<file path="src/rtl/clock_divider_prog.sv">
// rtl/clock_divider_prog.sv - runtime-programmable clock divider with shadowed config
// Period/high-time load over valid/ready and take effect only at a period boundary.
module clock_divider_prog #(
  parameter int unsigned CNT_W        = 32,
  parameter int unsigned DEFAULT_DIV  = 2,
  parameter int unsigned DEFAULT_HIGH = 1
) (
  input  logic             clk,
  input  logic             rst,
  input  logic             en,
  input  logic             cfg_valid,
  output logic             cfg_ready,
  input  logic [CNT_W-1:0] div_in,
  input  logic [CNT_W-1:0] high_in,
  output logic             cfg_applied,
  output logic             cfg_err,
  output logic             clk_out,
  output logic             tick
);

  localparam logic [CNT_W-1:0] ONE      = CNT_W'(1);
  localparam logic [CNT_W-1:0] MIN_DIV  = CNT_W'(2);
  localparam logic [CNT_W-1:0] RST_DIV  = CNT_W'(DEFAULT_DIV);
  localparam logic [CNT_W-1:0] RST_HIGH = CNT_W'(DEFAULT_HIGH);

  logic [CNT_W-1:0] cnt;
  logic [CNT_W-1:0] div_act;
  logic [CNT_W-1:0] high_act;
  logic [CNT_W-1:0] div_sh;
  logic [CNT_W-1:0] high_sh;
  logic             pend;

  logic             last;
  logic             accept;
  logic             div_ok;
  logic             apply;

  assign last      = (cnt == (div_act - ONE));
  assign cfg_ready = ~pend;
  assign accept    = cfg_valid & ~pend;
  assign div_ok    = (div_in >= MIN_DIV);
  // With en low there is no boundary to wait for, so a pending config lands at once.
  assign apply     = pend & (~en | last);

  always_ff @(posedge clk) begin
    if (rst) begin
      cnt         <= '0;
      div_act     <= RST_DIV;
      high_act    <= RST_HIGH;
      div_sh      <= '0;
      high_sh     <= '0;
      pend        <= 1'b0;
      clk_out     <= 1'b0;
      tick        <= 1'b0;
      cfg_applied <= 1'b0;
      cfg_err     <= 1'b0;
    end else begin
      // Outputs are computed from the pre-edge count, so the old period's tick survives an apply.
      clk_out     <= en & (cnt < high_act);
      tick        <= en & last;
      cfg_applied <= apply;
      cfg_err     <= accept & ~div_ok;

      if (apply) begin
        div_act  <= div_sh;
        high_act <= high_sh;
        cnt      <= '0;
        pend     <= 1'b0;
      end else begin
        if (en) begin
          cnt <= last ? '0 : (cnt + ONE);
        end
        if (accept && div_ok) begin
          div_sh  <= div_in;
          high_sh <= high_in;
          pend    <= 1'b1;
        end
      end
    end
  end

endmodule
</file>
<file path="config.mk">
export PLATFORM = sky130hd
export DESIGN_NAME = clock_divider_prog
export DESIGN_NICKNAME = d
export VERILOG_FILES = /design/src/rtl/clock_divider_prog.sv
export SDC_FILE = /design/constraint.sdc
export NUM_CORES = 1
export LEC_CHECK = 0
export ABC_AREA = 1
export CAP_MARGIN = 20
export CORE_ASPECT_RATIO = 0.6
export CORE_MARGIN = 10
export CORE_UTILIZATION = 55
export DETAILED_ROUTE_END_ITERATION = 16
export GPL_ROUTABILITY_DRIVEN = 0
export GPL_TIMING_DRIVEN = 0
export PLACE_DENSITY = 0.76
export SYNTH_ARGS = -nofsm -noshare
export SYNTH_HDL_FRONTEND = slang
export SYNTH_SLANG_ARGS = --single-unit
export TNS_END_PERCENT = 100
</file>
<file path="constraint.sdc">
create_clock -name clk -period 2.6 [get_ports clk]
set_input_delay 0.26 -clock clk [delete_from_list [all_inputs] [get_ports clk]]
set_output_delay 0.26 -clock clk [all_outputs]
set_load 0.1 [all_outputs]
</file>
# --- Word-level counts from Yosys, hierarchy flattened ---
# Cells that the tools add are included.
word_totals:
  output_inout_bits: 5
  reg_bits: 165
op_classes:
  order_cmp: 2
  add_sub_neg: 2
  n_reduce_logical: 3
  n_eq_ne: 1
  mux: 1
  n_bitwise: 10
ops:
  columns: ["cell", "n"]
  rows:
  - ["$add 32x1->32 const B", 1]
  - ["$eq 32x32->1", 1]
  - ["$ge 32x2->1 const B", 1]
  - ["$lt 32x32->1", 1]
  - ["$mux 32", 1]
  - ["$sub 32x1->32 const B", 1]
  - ["$and 1x1->1", 5]
  - ["$not 1->1", 4]
  - ["$reduce_and 2->1", 1]
  - ["$reduce_or 2->1", 1]
  - ["$logic_and 1x1->1", 1]
  - ["$or 1x1->1", 1]

# --- Depth between registers and ports, before layout ---
# Gate-level depths: netlist (run 1).
logic_depth:
  depth_word: 6
  mapped_depth: 19
  ltp_nobuf: 17

# --- Least setup slack after synthesis (run 1) ---
# No wires, ideal clock.
synth_timing:
  kind: "register -> register"
  startpoint: "reg div_act[0]"
  endpoint: "reg cnt[22]"
  synth_period_minus_slack_ps: 2193
  path_slack_ps: 407
  arrival_ps: 2076
  setup_ps: 117
  required_ps: 2483
  path_stages_with_launch: 16
  path_buffers: 1
  path_cell_list: "dfxtp_1 inv_1 ha_1 nand2_2 nor2_8 nand2_4 nor2_2 xor2_1 nand3_1 nor2_1 nand3_1 nand2_1 nand2_1 nand2_1 buf_2 nor2_1"
synth_between:
  elab_chain_cells: 5
synth_lines:
  columns: ["item", "line_no", "text"]
  rows:
  - ["start, declared", "27", "logic [CNT_W-1:0] div_act;"]
  - ["start signal, assigned", "65", "div_act <= div_sh;"]
  - ["$sub 32x1->32 *", "38", "assign last = (cnt == (div_act - ONE));"]
  - ["$eq 32x32->1 *", "38", null]
  - ["$or 1x1->1", "43", "assign apply = pend & (~en | last);"]
  - ["$and 1x1->1", "43", null]
  - ["$reduce_or 2->1 (no line)", null, null]
  - ["end signal, assigned", "71", "cnt <= last ? '0 : (cnt + ONE);"]
  - ["end, declared", "26", "logic [CNT_W-1:0] cnt;"]
# Every way passes the cells marked *; elsewhere a longest branch is shown, timed or not.
# A chain may end at the register's enable or synchronous reset.

# --- Worst setup path in the final report (run 1) ---
layout_timing:
  startpoint: "reg div_act[4]"
  endpoint: "reg div_act[21]"
layout_between:
  elab_chain_cells: 4
layout_lines:
  columns: ["item", "line_no"]
  rows:
  - ["$sub 32x1->32", "38"]
  - ["$eq 32x32->1", "38"]
  - ["$or 1x1->1", "43"]
  - ["$and 1x1->1", "43"]
# No other way between the ends.

==> results of run 1 <==
cell type report:
cell class / count / area (um2)
flip-flops and latches: 165 / 3320
multi-input cells: 1032 / 5490
inverters: 158 / 598
clock buffers: 19 / 433
fillers: 1433 / 4990
well taps: 228 / 285
repair buffers: 83 / 835
clock inverters: 13 / 161
plain buffers: 80 / 418
power breakdown:
part           internal (W)  total [W]  switching, W  leakage [nW]
logic              0.000445    0.00118      0.000737          3.75
clock network       0.00145    0.00261       0.00115         0.291
registers           0.00265    0.00276      0.000106          1.35
total               0.00455    0.00655       0.00200          5.39
kinds of logic (layout without fill, tap and decap cells):
family	after synthesis	in the layout	share of synthesized area, %
AND/OR/NAND/NOR	834	835	39.0
buffers and inverters	238	353	10.3
flip-flops	165	165	35.0
AO/OA/AOI/OAI	102	102	5.62
XOR/XNOR	62	62	5.75
adder cells (fa/ha/maj)	33	33	4.37
per-stage QoR:
step / util (%) / setup WS, ns
3_5_place_dp: 63.1 / -0.410
6_report: 69.8 / -0.0150
3_3_place_gp: 63.1 / -0.346
2_1_floorplan: - / 0.407
5_1_grt: 69.8 / -0.0954
4_1_cts: 67.2 / 0.00130
metal layers:
| metal | wire length [um] | up-vias |
|---|---|---|
| met5 | 93 | - |
| met3 | 3500 | 57 |
| met1 | 14300 | 4374 |
| met4 | 441 | 4 |
| met2 | 11200 | 483 |
| li1 | - | 4841 |
state kept, by name, summed over array words and instances, names as in the netlist:
| register | count |
|---|---|
| cfg_applied | 1 |
| cfg_err | 1 |
| clk_out | 1 |
| cnt | 32 |
| div_act | 32 |
| div_sh | 32 |
| high_act | 32 |
| high_sh | 32 |
| pend | 1 |
| tick | 1 |
timing repair:
item,4_1_cts,5_1_grt
gates cloned,0,2
gates resized for setup,20,95
pin swaps,4,25
endpoints found under the setup margin,98,158
buffers inserted,1,10
synthesized netlist by cell type (20+ instances only):
master / number / area [um2]
nand2_1: 302 / 1130
nor2_1: 254 / 953
dfxtp_1: 165 / 3300
inv_1: 154 / 578
nand3_1: 126 / 631
nand4_1: 84 / 526
o21ai_0: 71 / 355
clkbuf_1: 54 / 203
xor2_1: 37 / 324
ha_1: 33 / 413
nor3_1: 26 / 130
xnor2_1: 25 / 219
a21oi_1: 20 / 100
worst max-delay path, stage by stage (launching register included):
cell	delay, ns
dfxtp_2	0.38
nor2_4	0.19
nand2_2	0.11
nor2_4	0.19
buf_4	0.14
nand2_1	0.06
nand3_1	0.09
nand2_1	0.16
nor2_2	0.14
nand2_1	0.07
nor2_2	0.16
nand3_4	0.16
nand2_8	0.13
buf_8	0.13
buf_6	0.14
nand4_1	0.18
nand2_1	0.12
path summary, 6_finish.rpt:
check                             startpoint      endpoint  slack [ns]  cells past startpoint
worst max-delay path              div_act[4]   div_act[21]       -0.01                     16
worst min-delay path                      en       cnt[31]        0.37                      5
worst max register to register    div_act[4]   div_act[21]       -0.01                     16
worst min register to register  high_act[16]  high_act[16]        0.47                      2
==> results by group, run 1 <==
Layout
  • # nets final: 1,638
  • Number of diodes: 0
  • Finished Cell Area: 11,500 um2
  • Layout Cells excl Fill: 1,778
  • Area Overhead vs Synth: 22.2%
  • Most common cell after layout, fill and taps aside: nand2_1
  • Commonest cells after routing, fill and taps aside: 290 x nand2_1, 229 x nor2_1, 153 x dfxtp_1
  • Layout cells sized above 1: under 10%

Die
  • Die ar.: 23,000 um2
  • # IOs: 73
  • Die Y: 121 um
  • Site row count: 36
  • Initial core utilization: between 50% and 60%
  • Core footprint: 16,500 um2
  • Die Wd: 189 um

Synth
  • Main synth FF type: dfxtp_1
  • Syn. warnings: 0
  • Flops & latches, synth: about 170
  • Unique masters post-synth: 37
  • Synth async-reset ratio: 0%
  • Sequential share of the synthesized area: 35.0%
  • Post-Synthesis Cells: about 1,400
  • Post-synth EDFFs: 0
  • Mean Syn Cell Area: ~6.6 um2
  • Post-Syn Area: around 9400 um2
  • Net count of the mapped netlist: about 1,500

STA
  • Period utilization: 101%
  • Setup Skew: approximately 0.011 ns
  • Setup TNS Final: -0.0243 ns
  • Worst Setup Slack, final: -0.0150 ns
  • Setup violators final: 2
  • Fmax: 0.382 GHz
  • Max_slew headroom: a little over a third
  • Final Hold Fails: 0
  • RSZ-0062 raised after global routing: yes
  • Min Hold Slack: 0.365 ns
  • Minimum clock period: 2.61 ns
  • Worst-Margin Slew: 0.972 ns
  • Fin. max-slew vios: 0

GRT
  • Met3 Use GR: 6.92%
  • Initial antenna violation count: 0
  • GRT Total Usage: 25.0%
  • Number of global-route vias before repair: 8,875
  • Global Route met1 Usage: 37.4%
  • Grt peak-use layer: met1
  • Largest net degree at the start of global routing: 17
  • First-pass GRT wire length: 45,900 um
  • Met2 global-route usage: between 30 and 40%
  • GR Overflow Total: 0

Worst setup path
  • WS Path Type: register to register
  • Critical Path Fanout Max: 10
  • Startpoint types: register
  • Arr. time, crit path: approximately 3 ns
  • Critical path endpoint category: register
  • Worst EP required: 2.97 ns

Run status
  • Status: complete, but fails checks
  • Failing checks: negative setup slack

CTS
  • CTS tree: done
  • Inserted Clock Buffers: 17
  • CTS Hold Bufs: 0
  • Root buf cell: clkbuf_16
  • Worst-path clk slew: approximately 0.070 ns
  • Clk Latency, worst-skew pair: 0.44 ns
  • CTS sink count: 165
  • CTS H-tree lvls: 4
  • Clk buf depth: 2

Placement
  • Placed inst area: ~10,000 um2
  • Inst Count DP: 1,733
  • IO Port Bufs: 71
  • DPL Wire Length: 22,800 um

Routing
  • Routed vias: 9,759
  • Drc violations: 0
  • Total Wirelength: slightly below 30,000 um
  • Via/cell ratio: 5.49
  • DRT Pass-1 Iters: 6
  • Routed Antenna Nets: 0
  • Post-DR wirelength/cell: 16.7 um
  • DR iter-0 viols: 1,313

Pwr
  • Pwr Density: 567 nW/um2
  • Maximum VDD drop: 0.458 mV
  • Total power: 0.00655 W
  • Leakage: 5.39 nW

Job
  • Max-cap viol count: 0

Hold path
  • Tightest Hold Check Type: primary input to register
No activity file was read; power rests on OpenSTA's default activity.
==> run 2: changes to the inputs <==
CAP_MARGIN = default   (was 20)
==> results of run 2 <==
Same layout as run 1: the final DEF is identical, and so are final timing and power.
